### src/rtl/inst_queue.sv
// Multi-lane fetch-to-decode instruction queue: up to ENQ_NUM entries in and
// DEQ_NUM entries out per cycle, with decode pause and single-cycle flush.
module inst_queue #(
  parameter int DATA_WIDTH = 146,
  parameter int DEPTH      = 8,
  parameter int ENQ_NUM    = 2,
  parameter int DEQ_NUM    = 2
) (
  input  logic                              clk,
  input  logic                              rst,
  input  logic                              flush,
  input  logic                              pause,
  input  logic [ENQ_NUM-1:0]                enq_valid,
  input  logic [ENQ_NUM*DATA_WIDTH-1:0]     enq_data,
  output logic                              enq_ready,
  output logic [DEQ_NUM-1:0]                deq_valid,
  output logic [DEQ_NUM*DATA_WIDTH-1:0]     deq_data,
  input  logic [DEQ_NUM-1:0]                deq_ready,
  output logic [$clog2(DEPTH+1)-1:0]        count,
  output logic                              empty,
  output logic                              full
);

  localparam int PTR_W = $clog2(DEPTH);
  localparam int CNT_W = $clog2(DEPTH+1);

  // Length of the unbroken run of ones starting at bit 0 (lanes are at most 4).
  function automatic logic [2:0] run_len(input logic [3:0] vec);
    logic stop;
    run_len = 3'd0;
    stop    = 1'b0;
    for (int i = 0; i < 4; i++) begin
      if (!stop && vec[i]) begin
        run_len = run_len + 3'd1;
      end else begin
        stop = 1'b1;
      end
    end
  endfunction

  logic [DATA_WIDTH-1:0] mem_r [DEPTH];
  logic [PTR_W-1:0]      head_r, tail_r;
  logic [CNT_W-1:0]      count_r;
  logic                  enq_ready_r, empty_r, full_r;
  logic [DEQ_NUM-1:0]    deq_valid_r;

  logic [3:0]            enq_vec_s, deq_vec_s;
  logic [2:0]            n_enq_s, n_deq_s;
  logic [PTR_W-1:0]      head_nxt_s, tail_nxt_s;
  logic [CNT_W-1:0]      count_nxt_s;
  logic                  enq_ready_nxt_s, empty_nxt_s, full_nxt_s;
  logic [DEQ_NUM-1:0]    deq_valid_nxt_s;
  logic [PTR_W-1:0]      wr_idx_s [ENQ_NUM];
  logic [PTR_W-1:0]      rd_idx_s [DEQ_NUM];

  // Per-lane storage slots relative to the current pointers (wrap modulo DEPTH).
  always_comb begin
    for (int k = 0; k < ENQ_NUM; k++) begin
      wr_idx_s[k] = tail_r + PTR_W'(k);
    end
    for (int i = 0; i < DEQ_NUM; i++) begin
      rd_idx_s[i] = head_r + PTR_W'(i);
    end
  end

  // Transfer counts and next pointer/count state; flush overrides traffic.
  always_comb begin
    enq_vec_s                = 4'b0000;
    enq_vec_s[ENQ_NUM-1:0]   = enq_valid;
    deq_vec_s                = 4'b0000;
    deq_vec_s[DEQ_NUM-1:0]   = deq_valid_r & deq_ready;
    n_enq_s = enq_ready_r ? run_len(enq_vec_s) : 3'd0;
    n_deq_s = pause ? 3'd0 : run_len(deq_vec_s);
    if (flush) begin
      head_nxt_s  = '0;
      tail_nxt_s  = '0;
      count_nxt_s = '0;
    end else begin
      head_nxt_s  = head_r + PTR_W'(n_deq_s);
      tail_nxt_s  = tail_r + PTR_W'(n_enq_s);
      count_nxt_s = count_r + CNT_W'(n_enq_s) - CNT_W'(n_deq_s);
    end
  end

  // Status flags precomputed from the next count so the outputs come straight from flops.
  always_comb begin
    enq_ready_nxt_s = (count_nxt_s <= CNT_W'(DEPTH - ENQ_NUM));
    empty_nxt_s     = (count_nxt_s == CNT_W'(0));
    full_nxt_s      = (count_nxt_s == CNT_W'(DEPTH));
    for (int i = 0; i < DEQ_NUM; i++) begin
      deq_valid_nxt_s[i] = (count_nxt_s > CNT_W'(i));
    end
  end

  // Control state registers.
  always_ff @(posedge clk) begin
    if (rst) begin
      head_r      <= '0;
      tail_r      <= '0;
      count_r     <= '0;
      enq_ready_r <= 1'b1;
      empty_r     <= 1'b1;
      full_r      <= 1'b0;
      deq_valid_r <= '0;
    end else begin
      head_r      <= head_nxt_s;
      tail_r      <= tail_nxt_s;
      count_r     <= count_nxt_s;
      enq_ready_r <= enq_ready_nxt_s;
      empty_r     <= empty_nxt_s;
      full_r      <= full_nxt_s;
      deq_valid_r <= deq_valid_nxt_s;
    end
  end

  // Entry storage; intentionally not reset, and left untouched by flush.
  always_ff @(posedge clk) begin
    if (!rst && !flush) begin
      for (int k = 0; k < ENQ_NUM; k++) begin
        if (3'(k) < n_enq_s) begin
          mem_r[wr_idx_s[k]] <= enq_data[k*DATA_WIDTH +: DATA_WIDTH];
        end
      end
    end
  end

  // Read lanes: invalid lanes are forced to zero.
  always_comb begin
    deq_data = '0;
    for (int i = 0; i < DEQ_NUM; i++) begin
      if (deq_valid_r[i]) begin
        deq_data[i*DATA_WIDTH +: DATA_WIDTH] = mem_r[rd_idx_s[i]];
      end else begin
        deq_data[i*DATA_WIDTH +: DATA_WIDTH] = '0;
      end
    end
  end

  assign enq_ready = enq_ready_r;
  assign deq_valid = deq_valid_r;
  assign count     = count_r;
  assign empty     = empty_r;
  assign full      = full_r;

endmodule

### config.mk
export PLATFORM = sky130hd
export DESIGN_NAME = inst_queue
export DESIGN_NICKNAME = d
export VERILOG_FILES = /design/src/rtl/inst_queue.sv
export SDC_FILE = /design/constraint.sdc
export NUM_CORES = 2
export LEC_CHECK = 0
export CELL_PAD_IN_SITES_DETAIL_PLACEMENT = 0
export CELL_PAD_IN_SITES_GLOBAL_PLACEMENT = 1
export CORE_MARGIN = 5
export CORE_UTILIZATION = 30
export CTS_BUF_LIST = sky130_fd_sc_hd__clkbuf_16
export CTS_CLUSTER_DIAMETER = 30
export DETAILED_ROUTE_END_ITERATION = 7
export GPL_TIMING_DRIVEN = 0
export PLACE_DENSITY = 0.6
export SYNTH_ARGS = -nofsm -noshare
export SYNTH_HDL_FRONTEND = slang
export SYNTH_SLANG_ARGS = --single-unit
### constraint.sdc
create_clock -name clk -period 17.85 [get_ports clk]
set_clock_uncertainty 0.2 [all_clocks]
set_input_delay 3.57 -clock clk [delete_from_list [all_inputs] [get_ports clk]]
set_output_delay 3.57 -clock clk [all_outputs]
set_load 0.02 [all_outputs]
==> reports/qor.yml <==
worstSetupPathType: "reg2out"
portBuffers: 600
cp_top_family: "buffers and inverters"
setup.worst_path.start: "head_r[0]$_SDFF_PP0_"
dieArea_um2: 234000
cts_tree: "built"
ctsHoldBuffers: 0
crit_top_cell: "buf_2"
synth_ff_type: "edfxtp_1"
p_int_mw: 7.87
clock_sinks: 1183
finalSetupTns_ns: 0
required_ns: 14.08
postRouteAntennaNets: 0
startpoint_type: "flop"
r2r_slack_ns: 13.19
synth_top_area_share: 0.521
slew_headroom: 0.133
wirelength_um: 275000
fin_crit_sh: 0.500
yosys.cell_types.count: 41
die_h_um: 484
path_cells: "buf_2 -> buf_2 -> clkbuf_2 -> buf_1 -> mux4_2 -> a22o_1 -> clkdlybuf4s50_1"
synth_edf_count: 1168
finalSetupViolations: 0
endpoint_kind: "output pin"
yosys_warnings: 0
wl_per_cell_um: 34.5
maxCapViolations: 0
root_buffer: "clkbuf_16"
p_per_area_nw_per_um2: 111
cts_resized: 0
clk-insertion-delay-late_ns: 0.86
final_layout_size_suffix_gt1_frac: 0.504
die_w_um: 484
track_usage: 0.229
r2r.worst_path.cells: 11
cts_buffers: 352
first_pass_iters: 6
r2r-end: "mem_r[7][42]$_DFFE_PP_"
hold-path-endpoint: "head_r[0]$_SDFF_PP0_"
core_area_um2: 223000
grt_max_degree: 20
path_clk_slew_ns: 0.04
area_growth_pct: 35.1
yosysMostFrequentCell: "edfxtp_1"
rows: 173
hold_class: "reg2reg"
synth_largest_area_cell: "edfxtp_1"
max_stage_delay_ns: 0.93
synthCells: 3649
synth_area_um2: 67300
status: "completed"
pin_count: 601
drtIter0Drc: 4129
drc: 0
switching_share: 0.223
syn_nets: 3961
power.switching_mw: 2.26
p_total_mw: 10.1
crit_slowest_cell: "buf_1"
comb_power_share: 0.084
place_congestion: 0.796
tightest_slew_ns: 1.30
initial_core_util: 0.302
nets: 5011
htree_levels: 5
place.detailed.hpwl_um: 186000
power.leakage_nw: 30.7
seqPwrFrac: 0.308
rr_startpoint: "tail_r[1]$_SDFF_PP0_"
ys_ff_latch: 1183
finalMaxSlewViolations: 0
cts_buffer_depth: 4
cp.arrival_ns: 5.15
postSynthAreaPerCell_um2: 18.4
rsz0062_at_grt: "false"
antenna_found_initial: 72
crit_buf_inv: 5
finalCriticalPeriod_ns: 8.92
fmax_mhz: 112
routed-via-count: 43600
hold_depth: 2
yosys-top-cells-area: "edfxtp_1 52%, mux4_2 20%, mux2_2 15%, mux2_4 4.3%, a22o_1 3.8%"
grt_overflow: 0
finalHoldViolCount: 0
cts_setup_buffers: 0
via_per_inst: 5.46
seq_area_frac_synth: 0.526
async_reset_ff_frac: 0
netlist_top_cells_count: "1168 x edfxtp_1, 910 x mux2_2, 584 x mux4_2"
ir_drop_v: 0.0000713
grt_pass1_wl_um: 379000
cp_max_fo: 10
hold_start: "head_r[0]$_SDFF_PP0_"
grt_pass1_vias: 46800
clockPowerShare: 0.608
## power groups by stage
stage,Sequential [mW],Combinational (mW),Clock [mW]
global placement,3.20,0.829,0
finish,3.12,0.850,6.16
detailed placement,3.17,0.852,0
floorplan,3.17,0.414,0
CTS,3.12,0.857,6.24
global route,3.12,0.891,6.41
## tightest hold or removal path: cells and delay by family (launching register included)
kind                       cells  cell delay [ns]
DFF                            1             0.35
adders and majority gates      1             0.14
and+or+nand+nor                1             0.10
## registers in the layout (all words and copies together) (netlist names)
name and cells:
count 4, deq_valid 2, empty 1, enq_ready 1
full 1, head_r 3, mem_r 1168, tail_r 3
## how the worst max path moves through the flow
stage | to | slack [ns] | cells past startpoint
floorplan | mem_r[0][0]$_DFFE_PP_ | 1.97 | 3
finish | deq_data[171] | 8.93 | 7
detailed placement | deq_data[170] | 9.57 | 7
CTS | deq_data[170] | 8.61 | 7
global route | deq_data[170] | 8.64 | 7
global placement | mem_r[1][46]$_DFFE_PP_ | -16.26 | 4
## per-stage QoR
stage	util	worst slack (ns)	hold slack (ns)	cells	cell area [um^2]
floorplan	-	1.97	0.375	3649	67300
global placement	0.346	-16.26	0.405	7224	77000
detailed placement	0.355	9.57	0.421	7320	79200
CTS	0.408	8.61	0.431	7945	90800
global route	0.408	8.64	0.475	7973	90900
finish	0.408	8.93	0.428	7987	90900
## cells by family (layout without fill, tap and decap cells)
group / Yosys count / after routing / synth area share
AO/OA/AOI/OAI: 309 / 309 / 0.0396
buffers and inverters: 339 / 1660 / 0.0255
XOR/XNOR: 7 / 7 / 0.000911
AND/OR/NAND/NOR: 47 / 47 / 0.00400
adder cells (fa/ha/maj): 12 / 12 / 0.00268
multiplexers: 1752 / 1752 / 0.402
other: 0 / 42 / 0
flip-flops: 1183 / 1183 / 0.526
## layout make-up
cell class                      instances  area [um^2]
Sequential cell                      1183        35400
Buffer                                328         1700
Clock inverter                        271         2770
Clock buffer                          354         8860
Inverter                               11         41.3
Tap cell                             2975         3720
Timing Repair Buffer                  696         8030
Fill cell                           20000       132000
Multi-Input combinational cell       2127        30300
Antenna cell                           42          105
## cell usage in the layout, fill, tap and decap left out, drive strengths merged, types with 2 or more instances in the layout
| cell | Yosys | layout |
|---|---|---|
| a31o | 2 | 2 |
| clkbuf | 117 | 472 |
| ha | 8 | 8 |
| a31oi | 2 | 2 |
| a21oi | 2 | 2 |
| edfxtp | 1168 | 1168 |
| or3 | 3 | 3 |
| clkinvlp | 0 | 21 |
| nand3 | 3 | 3 |
| fa | 4 | 4 |
| nor2 | 8 | 8 |
| xnor2 | 2 | 2 |
| nor2b | 3 | 3 |
| or4 | 3 | 3 |
| nand4 | 4 | 4 |
| inv | 11 | 67 |
| bufinv | 0 | 58 |
| nor4 | 2 | 2 |
| clkdlybuf4s50 | 0 | 600 |
| mux4 | 584 | 584 |
| nand2 | 4 | 4 |
| and2 | 7 | 7 |
| a22o | 292 | 292 |
| diode | 0 | 42 |
| nand2b | 2 | 2 |
| o31ai | 2 | 2 |
| xor2 | 5 | 5 |
| and3 | 2 | 2 |
| o21ai | 5 | 5 |
| mux2 | 1168 | 1168 |
| buf | 211 | 306 |
| dfxtp | 15 | 15 |
| o21bai | 2 | 2 |
| clkinv | 0 | 136 |
| or2 | 3 | 3 |
## metal layers
layer  global-route usage  vias to the layer above  wire length (um)
met4                0.112                       24             13200
met2                0.367                     2044            131000
met5              0.00204                        -               204
met3               0.0567                      545             19600
li1                     -                    18000                 -
met1                0.290                    23000            111000
Power figures use the tool's default switching activity.
